$ cat config.mk
export PLATFORM = sky130hd
export DESIGN_NAME = key_press_conditioner_flat
export DESIGN_NICKNAME = d
export VERILOG_FILES = /design/src/rtl/key_press_conditioner_pkg.sv /design/src/rtl/key_press_conditioner_if.sv /design/src/rtl/key_press_conditioner_debounce.sv /design/src/rtl/key_press_conditioner.sv /design/src/flat_wrapper.sv
export SDC_FILE = /design/constraint.sdc
export NUM_CORES = 1
export LEC_CHECK = 0
export BUFFER_PORTS_ARGS = -buffer_cell sky130_fd_sc_hd__buf_2
export CORE_MARGIN = 5
export CORE_UTILIZATION = 55
export CTS_CLUSTER_DIAMETER = 150
export DETAILED_ROUTE_END_ITERATION = 8
export PLACE_DENSITY_LB_ADDON = 0.08
export SLEW_MARGIN = 20
export SYNTH_ARGS = -nofsm -noshare
export SYNTH_HDL_FRONTEND = slang
export SYNTH_SLANG_ARGS = --single-unit
$ cat constraint.sdc
create_clock -name clk -period 1.85 [get_ports clk]
set_input_delay 0.0925 -clock clk [delete_from_list [all_inputs] [get_ports clk]]
set_output_delay 0.0925 -clock clk [all_outputs]
set_load 0.05 [all_outputs]
$ cat src/rtl/key_press_conditioner_pkg.sv
`default_nettype none
// ============================================================================
// Module   : key_press_conditioner_pkg
// Purpose  : Shared channel-state encodings and key index constants.
// Revision : 1.0
// ============================================================================
package key_press_conditioner_pkg;

    typedef enum logic [1:0] {
        ST_IDLE = 2'd0,
        ST_ARM  = 2'd1,
        ST_HELD = 2'd2,
        ST_REL  = 2'd3
    } chan_state_t;

    localparam int KEY_HIT   = 0;
    localparam int KEY_STAND = 1;
    localparam int KEY_DEAL  = 2;

endpackage : key_press_conditioner_pkg
`default_nettype wire

$ cat src/rtl/key_press_conditioner_if.sv
`default_nettype none
// ============================================================================
// Module   : key_press_conditioner_if
// Purpose  : Raw key pins in, conditioned press pulses and levels out.
// Revision : 1.0
// ============================================================================
interface key_press_conditioner_if #(
    parameter int NUM_KEYS = 3
);
    logic [NUM_KEYS-1:0] key_n;
    logic [NUM_KEYS-1:0] press_pulse;
    logic [NUM_KEYS-1:0] key_level;
    logic                any_press;

    modport master (
        output key_n,
        input  press_pulse,
        input  key_level,
        input  any_press
    );

    modport slave (
        input  key_n,
        output press_pulse,
        output key_level,
        output any_press
    );
endinterface : key_press_conditioner_if
`default_nettype wire

$ cat src/rtl/key_press_conditioner_debounce.sv
`default_nettype none
// ============================================================================
// Module   : key_press_conditioner_debounce
// Purpose  : One key channel: 2-flop sync, stability counter and press FSM.
// Revision : 1.0
// ============================================================================
module key_press_conditioner_debounce
    import key_press_conditioner_pkg::*;
#(
    parameter int DEBOUNCE_CYCLES = 1_000_000
) (
    input  wire logic clk,
    input  wire logic rst_n,
    input  wire logic key_n,
    output logic      req,
    output logic      level_nxt
);
    localparam int CNT_W = $clog2(DEBOUNCE_CYCLES + 1);
    localparam logic [CNT_W-1:0] CNT_LAST = CNT_W'(DEBOUNCE_CYCLES - 1);
    localparam logic [CNT_W-1:0] CNT_ONE  = CNT_W'(1);

    logic             sync_q1;
    logic             ks;
    chan_state_t      state_q;
    chan_state_t      state_d;
    logic [CNT_W-1:0] cnt_q;
    logic [CNT_W-1:0] cnt_d;
    logic             pressed;

    // Sync flops reset to the released level so a key held through reset is seen as a new press
    always_ff @(posedge clk or negedge rst_n) begin
        if (!rst_n) begin
            sync_q1 <= 1'b1;
            ks      <= 1'b1;
        end else begin
            sync_q1 <= key_n;
            ks      <= sync_q1;
        end
    end

    assign pressed = ~ks;

    always_ff @(posedge clk or negedge rst_n) begin
        if (!rst_n) begin
            state_q <= ST_IDLE;
            cnt_q   <= '0;
        end else begin
            state_q <= state_d;
            cnt_q   <= cnt_d;
        end
    end

    always_comb begin
        state_d = state_q;
        cnt_d   = cnt_q;
        req     = 1'b0;
        case (state_q)
            ST_IDLE: begin
                if (pressed) begin
                    state_d = ST_ARM;
                    cnt_d   = CNT_ONE;
                end else begin
                    cnt_d   = '0;
                end
            end
            ST_ARM: begin
                if (!pressed) begin
                    state_d = ST_IDLE;
                    cnt_d   = '0;
                end else if (cnt_q == CNT_LAST) begin
                    state_d = ST_HELD;
                    cnt_d   = '0;
                    req     = 1'b1;
                end else begin
                    cnt_d   = cnt_q + CNT_ONE;
                end
            end
            ST_HELD: begin
                if (!pressed) begin
                    state_d = ST_REL;
                    cnt_d   = CNT_ONE;
                end
            end
            ST_REL: begin
                if (pressed) begin
                    state_d = ST_HELD;
                    cnt_d   = '0;
                end else if (cnt_q == CNT_LAST) begin
                    state_d = ST_IDLE;
                    cnt_d   = '0;
                end else begin
                    cnt_d   = cnt_q + CNT_ONE;
                end
            end
            default: begin
                state_d = ST_IDLE;
                cnt_d   = '0;
            end
        endcase
    end

    // Level follows the next state so the registered level rises with the pulse
    assign level_nxt = (state_d == ST_HELD) || (state_d == ST_REL);

endmodule : key_press_conditioner_debounce
`default_nettype wire

$ cat src/rtl/key_press_conditioner.sv
`default_nettype none
// ============================================================================
// Module   : key_press_conditioner
// Purpose  : Debounced key channels with highest-index press arbitration.
// Revision : 1.0
// ============================================================================
module key_press_conditioner #(
    parameter int NUM_KEYS        = 3,
    parameter int DEBOUNCE_CYCLES = 1_000_000
) (
    input  wire logic              clk,
    input  wire logic              rst_n,
    key_press_conditioner_if.slave kif
);
    logic [NUM_KEYS-1:0] req;
    logic [NUM_KEYS-1:0] level_nxt;
    logic [NUM_KEYS-1:0] grant;
    logic [NUM_KEYS-1:0] press_pulse_q;
    logic [NUM_KEYS-1:0] key_level_q;
    logic                any_press_q;

    for (genvar i = 0; i < NUM_KEYS; i++) begin : g_chan
        key_press_conditioner_debounce #(
            .DEBOUNCE_CYCLES (DEBOUNCE_CYCLES)
        ) u_chan (
            .clk       (clk),
            .rst_n     (rst_n),
            .key_n     (kif.key_n[i]),
            .req       (req[i]),
            .level_nxt (level_nxt[i])
        );
    end

    // Highest requesting index wins; lower simultaneous requests are dropped
    always_comb begin
        grant = '0;
        for (int i = 0; i < NUM_KEYS; i++) begin
            if (req[i]) begin
                grant    = '0;
                grant[i] = 1'b1;
            end
        end
    end

    always_ff @(posedge clk or negedge rst_n) begin
        if (!rst_n) begin
            press_pulse_q <= '0;
            key_level_q   <= '0;
            any_press_q   <= 1'b0;
        end else begin
            press_pulse_q <= grant;
            key_level_q   <= level_nxt;
            any_press_q   <= |grant;
        end
    end

    assign kif.press_pulse = press_pulse_q;
    assign kif.key_level   = key_level_q;
    assign kif.any_press   = any_press_q;

endmodule : key_press_conditioner
`default_nettype wire
$ cat src/flat_wrapper.sv
// flat-port wrapper written by rule: the top's interface ports become plain ports
module key_press_conditioner_flat 
#(
    parameter int NUM_KEYS        = 3,
    parameter int DEBOUNCE_CYCLES = 1_000_000
)
  (clk, rst_n, kif_key_n, kif_press_pulse, kif_key_level, kif_any_press);
  key_press_conditioner_if #(.NUM_KEYS(NUM_KEYS)) kif_i ();
  input  wire logic clk;
  input  wire logic rst_n;
  input wire logic [$bits(kif_i.key_n)-1:0] kif_key_n;
  output wire logic [$bits(kif_i.press_pulse)-1:0] kif_press_pulse;
  output wire logic [$bits(kif_i.key_level)-1:0] kif_key_level;
  output wire logic [$bits(kif_i.any_press)-1:0] kif_any_press;
  assign kif_i.key_n = kif_key_n;
  assign kif_press_pulse = kif_i.press_pulse;
  assign kif_key_level = kif_i.key_level;
  assign kif_any_press = kif_i.any_press;
  key_press_conditioner #(.NUM_KEYS(NUM_KEYS), .DEBOUNCE_CYCLES(DEBOUNCE_CYCLES)) u_core (.clk(clk), .rst_n(rst_n), .kif(kif_i));
endmodule
======== Yosys cells after proc, flatten, opt, wreduce, memory -nomap -nowiden ========
Index checks and enable logic that the tools add are counted.
cells by class
  add/sub/neg operators ................... 3
  multipliers ............................. 0
  divide/modulo/power cells ............... 0
  $lt $le $gt $ge ......................... 0
  eq/ne operators ......................... 21
  shift-type cells ........................ 0
  mux-type cells .......................... 51
  bitwise operators ....................... 0
  reductions and logical operators ........ 7
operators with widths
  operator                 number
  $mux W20                 12
  $pmux W20 S4             3
  $add A20 B1 Y20 const B  3
  $eq A20 B20 Y1 const B   3
  $mux W2                  18
  $eq A2 B2 Y1 const B     12
  $pmux W2 S4              3
  $mux W1                  13
  $eq A2 B1 Y1 const B     3
  $logic_not A2 Y1         3
  $mux W3                  2
  $ne A2 B2 Y1 const B     3
  $logic_or A1 B1 Y1       3
  $reduce_or A3 Y1         1
storage, ports and cells
  bits in registers ....................... 79
  latch bits .............................. 0
  bits in writable memories ............... 0
  ROM bits ................................ 0
  input port bits ......................... 5
  output and inout port bits .............. 7
  logic and storage cells ................. 97
  memories kept ........................... 0

======== Longest topological paths before layout ========
Gate-level depths: netlist of run 1.
  word-level depth ........................ 8
  mapped depth ............................ 7
  mapped depth without buffers ............ 6

======== Hierarchy ========
From an unflattened synthesis of run 1, not the netlist that was laid out.
unflattened totals
  cell total of the unflattened synthesis .. 439
  area total of the unflattened synthesis .. 4087.7 um^2
by module, submodules not included
  module                          instances  cells each  area an instance (um^2)  seq. area each (um^2)
  key_press_conditioner_debounce  3          143         1297.5                   603.1
  key_press_conditioner           1          10          195.2                    175.2

======== Worst setup path after synthesis of run 1 ========
No wires, ideal clock.
  path type ............................... flip-flop to flip-flop
  start ................................... reg u_core.g_chan[0].u_chan.cnt_q[10]
  end ..................................... reg u_core.g_chan[0].u_chan.cnt_q[19]
  library setup time ...................... 0.124 ns
  data arrival time ....................... 1.610 ns
  required time ........................... 1.726 ns
  slack ................................... 0.116 ns
  cell stages (with the launch flop) ...... 7
  path buffers ............................ 1
  clock period less this slack ............ 1.734 ns
  path through ............................ dfrtp_1 > buf_6 > nor4_4 > nand2_2 > o31a_1 > and3_1 > a211o_1
on the way
  cells in the longest elaborated chain, start to end .. 4
  elaborated cells between the ends (all ways) .. 6
  those cells by class .................... add/sub: 1; eq/ne: 1; mux: 4
RTL lines
  element                                            line                                                                        text
  start, declared                                    key_press_conditioner_debounce.sv:26                                        logic [CNT_W-1:0] cnt_q;
  start signal, assigned                             key_press_conditioner_debounce.sv:49                                        cnt_q <= cnt_d;
  $add A20 B1 Y20 or $eq A20 B20 Y1 (tied branches)  --
  $mux W20 (*)                                       key_press_conditioner_debounce.sv:70, key_press_conditioner_debounce.sv:88
  $mux W20, on equally long branches                 key_press_conditioner_debounce.sv:85, key_press_conditioner_debounce.sv:67
  $pmux W20 S4 (*)                                   key_press_conditioner_debounce.sv:57                                        case (state_q)
Mark *: on every way between the ends. The rest lies on a longest branch, timed or not.
A chain may end at the register's enable or synchronous reset.

======== Worst setup path after layout of run 1 ========
  start ................................... reg u_core.g_chan[0].u_chan.cnt_q[6]
  end ..................................... reg u_core.g_chan[0].u_chan.cnt_q[10]
The elaborated chain is that of the path after synthesis.

==> results_dict.tcl, run 1 <==
set metrics [dict create \
    powerDensity_nw_per_um2 691 \
    fin_util_pct 72.6 \
    vias_per_cell 6.06 \
    synth_edf_count 0 \
    fill_cells 557 \
    finalHoldViolCount 0 \
    detailed_place_hpwl_mm 6.26 \
    path_max_fanout 11 \
    setup_viol 1 \
    grt_pass1_wl_mm 16.0 \
    drt-met1-wl_mm 4.41 \
    clk_pin_slew_ns 0.09 \
    num_io_pins 12 \
    slew_viol_final 0 \
    syn_area_per_cell_um2 9.42 \
    hold_path_class "in2async" \
    drc 0 \
    ys_top_cells_by_area "dfrtp_1, a31oi_1, nand2_1" \
    cts_sinks 79 \
    drive_gt1_share_pct 27.5 \
    clkLatencyLatePin_ns 0.35 \
    rsz0062_at_grt "true" \
    period_needed_ns 1.86 \
    antenna_found_initial 0 \
    yosysMostFrequentCell "dfrtp_1" \
    synthArstFlopShare_pct 100 \
    syn_area_um2 4150 \
    status "finished, violations left" \
    setup_ws_ns -0.00633 \
    ys.flop_type "dfrtp_1" \
    synth_top_area_share_pct 44.0 \
    grt.overflow.total 0 \
    fin_crit_sh_pct 100 \
    clock_path_buffers 2 \
    cts-htree-levels 3 \
    worst_pin_slew_ns 0.581 \
    power.static_leakage_nw 2.31 \
    grt_start_max_net_pins 45 \
    firstDrtPassIters 5 \
    area_delta_synth_final_pct 27.6 \
    failed_checks "negative setup slack" \
    maxCapViolations 0 \
    numCtsBuffers 9 \
    grtUsageTotal_pct 20.4 \
    cp-start-kind "flip-flop" \
    dp_slack_ns 0.00393 \
    wl_met3_um 427 \
    cp-end-kind "flip-flop" \
    yosysSeqAreaShare_pct 47.8 \
    root_buffer "clkbuf_8" \
    syn_nets 449 \
    yosysWarnings 0 \
    nets 523 \
    ir_worst_vdd_uv 576 \
    relSlewSlack_pct 61.1 \
    arrival_ns 2.08 \
    top_layer "met4" \
    dp_cells 585 \
    die_h_um 96.9 \
    initial_core_util_pct 56.9 \
    design.core.area_um2 7290 \
    vias 3749 \
    wirelength_mm 10.0 \
    routedWlPerCell_um 16.2 \
    num_antenna_cells 0 \
    synth_top_cells_by_count "dfrtp_1, nand2_1, a31oi_1, a21oi_1, nand3_1" \
    portBuffers 11 \
    postRouteAntennaNets 0 \
    yosys.area.top_type "dfrtp_1" \
    instances_no_fill 619 \
    fmax_mhz 539 \
    synthCells 441 \
    first_iter_violations 169 \
    die_w_um 96.9 \
    ys_ff_latch 79 \
    fp.dieArea_um2 9390 \
    fin_skew_ns 0.00900 \
    gp_congestion 0.848 \
    num_rows 31 \
    cp.required_ns 2.07 \
    wl_met2_mm 4.97 \
    ys_types 58 \
    crit_type "reg2reg" \
    cts_tree "yes" \
    grt_pass1_vias 3453 \
]
==> cell type report <==
| cell class | count | area (um2) | share of cell area, % |
|---|---|---|---|
| clock buffer | 9 | 124 | 2.34 |
| clock inverter | 7 | 120 | 2.27 |
| inverter | 15 | 56.3 | 1.06 |
| multi-input combinational | 329 | 2150 | 40.6 |
| sequential | 79 | 1990 | 37.5 |
| tap | 99 | 124 | 2.34 |
| timing repair buffer | 81 | 737 | 13.9 |
==> through the flow <==
| stage | hold WS, ns | setup TNS, ns | instance area, um2 | power (W) |
|---|---|---|---|---|
| after floorplan | -0.203 | 0 | 4150 | 0.00195 |
| after global placement | 0.0817 | 0 | 4680 | 0.00204 |
| after detailed placement | 0.0844 | 0 | 4680 | 0.00205 |
| final | 0.249 | -0.00633 | 5300 | 0.00366 |
| after global routing | 0.299 | -0.597 | 5300 | 0.00380 |
| after CTS | 0.232 | 0 | 4970 | 0.00363 |
==> where the power goes <==
part / total [W] / internal, W / switching (W)
combinational: 0.000267 / 0.000127 / 0.000140
sequential: 0.00181 / 0.00177 / 0.0000465
clock: 0.00158 / 0.000901 / 0.000680
==> critical path, cell delays in order, from the launching register on <==
cell	delay (ns)
dfrtp_1	0.38
and4bb_2	0.33
nand3_2	0.10
o31a_1	0.34
buf_4	0.16
clkbuf_16	0.16
o21ai_0	0.11
a31oi_1	0.14
==> cell usage in the layout (no fill, tap or decap), types with 4 or more instances in the layout <==
cell / instances
o21ai_0: 16
nand2b_1: 9
clkbuf_16: 4
and3_1: 14
a22o_1: 6
nand4_1: 11
nand2_1: 52
buf_4: 55
a21oi_1: 34
a21oi_2: 4
inv_1: 15
dfrtp_1: 72
dfstp_2: 6
nor2_1: 22
a41oi_1: 9
buf_12: 5
clkbuf_8: 9
buf_2: 10
a31oi_1: 41
dlygate4sd3_1: 4
nand3_1: 27
nor3_1: 8
and2_1: 4
==> state kept, by name, indices dropped and copies added (netlist names) <==
register / flops
u_core.g_chan.u_chan.cnt_q: 60
u_core.g_chan.u_chan.state_q: 6
u_core.g_chan.u_chan.ks: 3
u_core.kif.any_press: 1
u_core.kif.press_pulse: 3
u_core.g_chan.u_chan.sync_q1: 3
u_core.kif.key_level: 3
==> logic make-up after synthesis <==
logic type	after synthesis	share of synthesized area, %
XOR/XNOR	3	0.633
AND/OR/NAND/NOR	183	24.6
adder cells (fa/ha/maj)	3	0.904
buffers and inverters	33	3.52
multiplexers	3	0.723
AO/OA/AOI/OAI	137	21.8
flip-flops	79	47.8
==> repair_timing <==
action / 4_1_cts / 5_1_grt
hold endpoints to repair: 38 / 0
setup endpoints to repair: 1 / 23
pin swaps: 0 / 19
cloned: 0 / 5
gates resized for setup: 1 / 35
hold buffers: 4 / 0
setup buffers: 0 / 9
==> path summary, 6_finish.rpt <==
path | slack, ns | to | startpoint | cells past startpoint
min | 0.25 | u_core.g_chan[2].u_chan.cnt_q[3]$_DFFE_PN0P_ | rst_n | 2
min in group clk | 0.36 | u_core.g_chan[2].u_chan.ks$_DFF_PN1_ | u_core.g_chan[2].u_chan.sync_q1$_DFF_PN1_ | 0
max | -0.006 | u_core.g_chan[0].u_chan.cnt_q[10]$_DFFE_PN0P_ | u_core.g_chan[0].u_chan.cnt_q[6]$_DFFE_PN0P_ | 7
max in group asynchronous | 0.95 | u_core.g_chan[2].u_chan.ks$_DFF_PN1_ | rst_n | 3
max reg2reg | -0.006 | u_core.g_chan[0].u_chan.cnt_q[10]$_DFFE_PN0P_ | u_core.g_chan[0].u_chan.cnt_q[6]$_DFFE_PN0P_ | 7
min reg2reg | 0.36 | u_core.g_chan[2].u_chan.ks$_DFF_PN1_ | u_core.g_chan[2].u_chan.sync_q1$_DFF_PN1_ | 0
==> metal layers <==
layer / track usage, % / up-vias
met5: 0 / -
met4: 8.10 / 0
met3: 3.67 / 19
met2: 32.8 / 94
met1: 27.2 / 1826
li1: - / 1810
Power figures use the tool's default switching activity.
==> run 2, diff against run 1 <==
CTS_BUF_LIST = sky130_fd_sc_hd__clkbuf_4   (was not set)
==> run 2 against run 1 <==
Net effect: the run still ends with negative setup slack left; total power down 6.7%; sequential cell count unchanged; die area unchanged; routed wire length down 0.26%; worst hold slack worse by 0.085 ns; global-route usage up 0.15 points; clock power down 16%; combinational power about the same; sequential power about the same; non-clock buffer count down 2; final cell count down 0.32%; final area down 1.7%; largest cell class unchanged; largest power group unchanged.
==> results_dict.tcl, run 2 (same netlist as run 1, synthesis figures left out) <==
set metrics [dict create \
    num_io_pins 12 \
    comb_power_share_pct 7.8 \
    setup_viol 1 \
    clk_pin_slew_ns 0.13 \
    fin_crit_sh_pct 100 \
    place_area_um2 4680 \
    p_clk_share_pct 39.0 \
    vias 3735 \
    p_int_w 0.00258 \
    fin_util_pct 71.4 \
    reg_top3 "u_core.g_chan.u_chan.cnt_q x60, u_core.g_chan.u_chan.state_q x6" \
    grt_pass1_vias 3457 \
    fin_skew_ns 0.0137 \
    fill_cells 581 \
    portBuffers 11 \
    powerDensity_nw_per_um2 656 \
    root_buffer "clkbuf_4" \
    drc 0 \
    cts-htree-levels 3 \
    use_met2_pct 32.6 \
    instances_no_fill 617 \
    fp.dieArea_um2 9390 \
    top_usage_layer "met2" \
    period_needed_ns 1.85 \
    cp-start-kind "flip-flop" \
    arrival_ns 2.15 \
    layout_common_cells "dfrtp_1, nand2_1, buf_4, a31oi_1, a21oi_1" \
    crit_type "reg2reg" \
    postRouteAntennaNets 0 \
    grt.overflow.total 0 \
    rsz0062_at_grt "true" \
    failed_checks "negative setup slack" \
    die_h_um 96.9 \
    antenna_found_initial 0 \
    gp_congestion 0.848 \
    top_register "u_core.g_chan.u_chan.cnt_q" \
    wirelength_mm 9.98 \
    grt_start_max_net_pins 45 \
    clock_path_buffers 2 \
    dp_cells 585 \
    status "finished, violations left" \
    cts_sinks 79 \
    stdcell_area_um2 5210 \
    power_switching_share_pct 24.3 \
    clkLatencyLatePin_ns 0.43 \
    power.static_leakage_nw 2.27 \
    relSlewSlack_pct 60.6 \
    detailed_place_hpwl_mm 6.26 \
    die_w_um 96.9 \
    gr-usage-met1_pct 27.3 \
    cts_tree "yes" \
    area_delta_synth_final_pct 25.4 \
    slew_viol_final 0 \
    maxCapViolations 0 \
    largest_reg_flops 60 \
    power_switching_w 0.000831 \
    nets 521 \
    grt.met3_usage_pct 5.18 \
    cp.required_ns 2.15 \
    hold_path_class "in2async" \
    ir_worst_vdd_uv 576 \
    cp-end-kind "flip-flop" \
    setup_ws_ns -0.00255 \
    firstDrtPassIters 5 \
    first_iter_violations 167 \
    fmax_mhz 540 \
    drive_gt1_share_pct 26.6 \
    grt_pass1_wl_mm 16.1 \
    grtUsageTotal_pct 20.5 \
    numCtsBuffers 9 \
    seq_power_share_pct 53.2 \
    dp_slack_ns 0.00393 \
    total_power_w 0.00341 \
    design.core.area_um2 7290 \
    initial_core_util_pct 56.9 \
    path_max_fanout 5 \
    finalHoldViolCount 0 \
    num_rows 31 \
    final_common_cell "dfrtp_1" \
    num_antenna_cells 0 \
    vias_per_cell 6.05 \
    worst_pin_slew_ns 0.589 \
    routedWlPerCell_um 16.2 \
]
[run 2: changes by cell type in the layout (fill, tap and decap cells not counted), moves of 2 or more]
cell      delta
clkbuf_8     -9
o21ai_1      +2
buf_4        -3
clkbuf_4     +9
a21oi_1      +2
a21oi_2      -2
[run 2: what timing repair did]
action | CTS | global route
endpoints found under the hold margin | 50 | 0
buffers inserted | 0 | 7
setup endpoints to repair | 1 | 26
gates resized for setup | 1 | 31
gates cloned | 0 | 5
pin swaps | 0 | 10
hold buffers | 4 | 0
[run 2: layer usage]
| layer | share of wire [%] | vias up |
|---|---|---|
| met2 | 50 | 112 |
| li1 | - | 1806 |
| met4 | 2.1 | 0 |
| met1 | 43 | 1799 |
| met5 | 0 | - |
| met3 | 5.3 | 18 |
[run 2: power by group through the flow]
stage | clock, W | sequential (W) | combinational [W]
after floorplan | 0 | 0.00184 | 0.000110
after global placement | 0 | 0.00184 | 0.000201
after global routing | 0.00145 | 0.00182 | 0.000296
after detailed placement | 0 | 0.00184 | 0.000208
final | 0.00133 | 0.00182 | 0.000266
after CTS | 0.00136 | 0.00181 | 0.000216
[run 2: metrics by stage]
| stage | TNS, ns | hold slack (ns) |
|---|---|---|
| final | -0.00255 | 0.165 |
| after global routing | -0.510 | 0.179 |
| after CTS | -0.00348 | 0.134 |
| after detailed placement | 0 | 0.0844 |
| after global placement | 0 | 0.0817 |
| after floorplan | 0 | -0.203 |
[run 2: layout make-up]
type | instances | area (um2) | share of cell area (%)
tap | 99 | 124 | 2.38
clock inverter | 7 | 120 | 2.31
sequential | 79 | 1980 | 38.1
inverter | 15 | 56.3 | 1.08
clock buffer | 9 | 67.6 | 1.30
timing repair buffer | 79 | 726 | 13.9
multi-input combinational | 329 | 2130 | 40.9
[run 2: worst max-delay path: stages, from the launching register on]
cell,delay [ns]
dfrtp_1,0.40
or4_4,0.55
nor2_4,0.14
a21oi_4,0.08
buf_12,0.14
clkbuf_16,0.14
a41oi_1,0.20
a31oi_1,0.07
[run 2: path summary, 6_finish.rpt]
check | startpoint | slack, ns | depth (start not counted) | to
setup / recovery | u_core.g_chan[1].u_chan.cnt_q[13]$_DFFE_PN0P_ | -0.003 | 7 | u_core.g_chan[1].u_chan.cnt_q[4]$_DFFE_PN0P_
max in group asynchronous | rst_n | 1.03 | 3 | u_core.g_chan[2].u_chan.sync_q1$_DFF_PN1_
hold reg to reg | u_core.g_chan[1].u_chan.sync_q1$_DFF_PN1_ | 0.36 | 0 | u_core.g_chan[1].u_chan.ks$_DFF_PN1_
setup reg to reg | u_core.g_chan[1].u_chan.cnt_q[13]$_DFFE_PN0P_ | -0.003 | 7 | u_core.g_chan[1].u_chan.cnt_q[4]$_DFFE_PN0P_
hold / removal | rst_n | 0.16 | 2 | u_core.g_chan[2].u_chan.cnt_q[3]$_DFFE_PN0P_
min in group clk | kif_key_n[2] | 0.30 | 2 | u_core.g_chan[2].u_chan.sync_q1$_DFF_PN1_
==> run 3, diff against run 2 <==
MAX_ROUTING_LAYER = met4   (was not set)
==> run 3 against run 2 <==
Net effect: the flow now finishes without violations; global-route usage rose by 0.59 points; largest power group unchanged; routed wire length fell by 0.55%; via count rose by 0.29%; clock power barely moved.
==> results_dict.tcl, run 3 (same netlist as run 1, synthesis figures left out) <==
set metrics [dict create \
    rsz0062_at_grt "true" \
    root_buffer "clkbuf_4" \
    cp.required_ns 2.15 \
    initial_core_util_pct 56.9 \
    fp.dieArea_um2 9390 \
    drc 0 \
    relSlewSlack_pct 60.8 \
    vias_per_cell 6.07 \
    worst_pin_slew_ns 0.586 \
    num_io_pins 12 \
    postRouteAntennaNets 0 \
    cp-end-kind "flip-flop" \
    num_antenna_cells 0 \
    path_delay_family "simple AND/OR/NAND/NOR gates" \
    cp-start-kind "flip-flop" \
    die_w_um 96.9 \
    fin_util_pct 71.4 \
    crit_type "reg2reg" \
    final_common_cell "dfrtp_1" \
    reg_top3 "u_core.g_chan.u_chan.cnt_q x60, u_core.g_chan.u_chan.state_q x6" \
    power.static_leakage_nw 2.27 \
    gp_congestion 0.861 \
    path_max_fanout 5 \
    wirelength_mm 9.92 \
    layout_common_cells "dfrtp_1, nand2_1, buf_4, a31oi_1, a21oi_1" \
    cts_tree "yes" \
    clkLatencyLatePin_ns 0.43 \
    die_h_um 96.9 \
    largest_reg_flops 60 \
    grt_pass1_vias 3465 \
    cpPeakStageDelay_ns 0.53 \
    top_register "u_core.g_chan.u_chan.cnt_q" \
    ir_worst_vdd_uv 576 \
    dp_slack_ns 0.00393 \
    grt_pass1_wl_mm 16.1 \
    maxCapViolations 0 \
    clock_path_buffers 2 \
    firstDrtPassIters 7 \
    clk_pin_slew_ns 0.13 \
    slowest_stage "or4_4" \
    portBuffers 11 \
    path_cells "or4_4, nor2_4, a21oi_4, buf_12, clkbuf_16, a41oi_1, a31oi_1" \
    drive_gt1_share_pct 26.6 \
    cts-htree-levels 3 \
    fmax_mhz 543 \
    antenna_found_initial 0 \
    area_delta_synth_final_pct 25.4 \
    grt.overflow.total 0 \
    fin_skew_ns 0.0161 \
    detailed_place_hpwl_mm 6.26 \
    design.core.area_um2 7290 \
    vias 3746 \
    nets 521 \
    arrival_ns 2.14 \
    hold_path_class "in2async" \
    total_power_w 0.00340 \
    status "complete, no violations" \
    routedWlPerCell_um 16.1 \
    path_buf_inv 2 \
    num_rows 31 \
    whs_ns 0.165 \
    powerDensity_nw_per_um2 654 \
    first_iter_violations 171 \
    cts_sinks 79 \
    setup_ws_ns 0.00678 \
    setup_viol 0 \
    slew_viol_final 0 \
    grt_start_max_net_pins 45 \
    period_needed_ns 1.84 \
    fin_crit_sh_pct 99.6 \
    grtUsageTotal_pct 21.1 \
    numCtsBuffers 9 \
    finalHoldViolCount 0 \
]
[run 3: final timing paths]
| kind | startpoint | to | slack (ns) | depth (start not counted) |
|---|---|---|---|---|
| min in group clk | kif_key_n[2] | u_core.g_chan[2].u_chan.sync_q1$_DFF_PN1_ | 0.30 | 2 |
| hold reg to reg | u_core.g_chan[1].u_chan.sync_q1$_DFF_PN1_ | u_core.g_chan[1].u_chan.ks$_DFF_PN1_ | 0.36 | 0 |
| hold / removal | rst_n | u_core.g_chan[2].u_chan.cnt_q[3]$_DFFE_PN0P_ | 0.16 | 2 |
| setup / recovery | u_core.g_chan[1].u_chan.cnt_q[12]$_DFFE_PN0P_ | u_core.g_chan[1].u_chan.cnt_q[4]$_DFFE_PN0P_ | 0.007 | 7 |
| setup reg to reg | u_core.g_chan[1].u_chan.cnt_q[12]$_DFFE_PN0P_ | u_core.g_chan[1].u_chan.cnt_q[4]$_DFFE_PN0P_ | 0.007 | 7 |
| max in group asynchronous | rst_n | u_core.g_chan[1].u_chan.sync_q1$_DFF_PN1_ | 1.04 | 3 |
[run 3: final cells by class]
class / instances / area, um2
repair buffers: 79 / 726
fillers: 581 / 2080
clock buffers: 9 / 67.6
multi-input cells: 329 / 2130
well taps: 99 / 124
flip-flops and latches: 79 / 1980
clock inverters: 7 / 120
inverters: 15 / 56.3
[run 3: worst register-to-register path, cell delays in order, from the launching register on]
cell and delay, ns:
dfrtp_1 0.41, or4_4 0.53, nor2_4 0.15, a21oi_4 0.08, buf_12 0.14, clkbuf_16 0.15, a41oi_1 0.20, a31oi_1 0.06
[run 3: where the power goes]
part / internal, W / switching [W] / total, W
logic: 0.000126 / 0.000139 / 0.000266
registers: 0.00177 / 0.0000479 / 0.00182
clock network: 0.000688 / 0.000634 / 0.00132
total: 0.00258 / 0.000821 / 0.00340
[run 3: stage by stage]
step,TNS (ns),instances,area [um2]
after CTS,-0.00348,605,4910
after global routing,-0.501,617,5210
final,0,617,5210
after global placement,0,585,4680
after detailed placement,0,585,4680
after floorplan,0,441,4150
[run 3: per-layer routing]
layer | track usage (%) | vias up | part of all wire [%]
met5 | - | - | 0
met4 | 7.13 | 0 | 1.9
met3 | 5.18 | 13 | 5.3
met2 | 32.7 | 119 | 50
met1 | 27.2 | 1808 | 42
li1 | - | 1806 | -
[run 3: repair_timing]
| action | 4_1_cts | 5_1_grt |
|---|---|---|
| resized for setup | 1 | 31 |
| pin swaps | 0 | 10 |
| setup buffers | 0 | 7 |
| endpoints found under the hold margin | 50 | 0 |
| hold buffers | 4 | 0 |
| cloned | 0 | 5 |
| endpoints found under the setup margin | 1 | 26 |
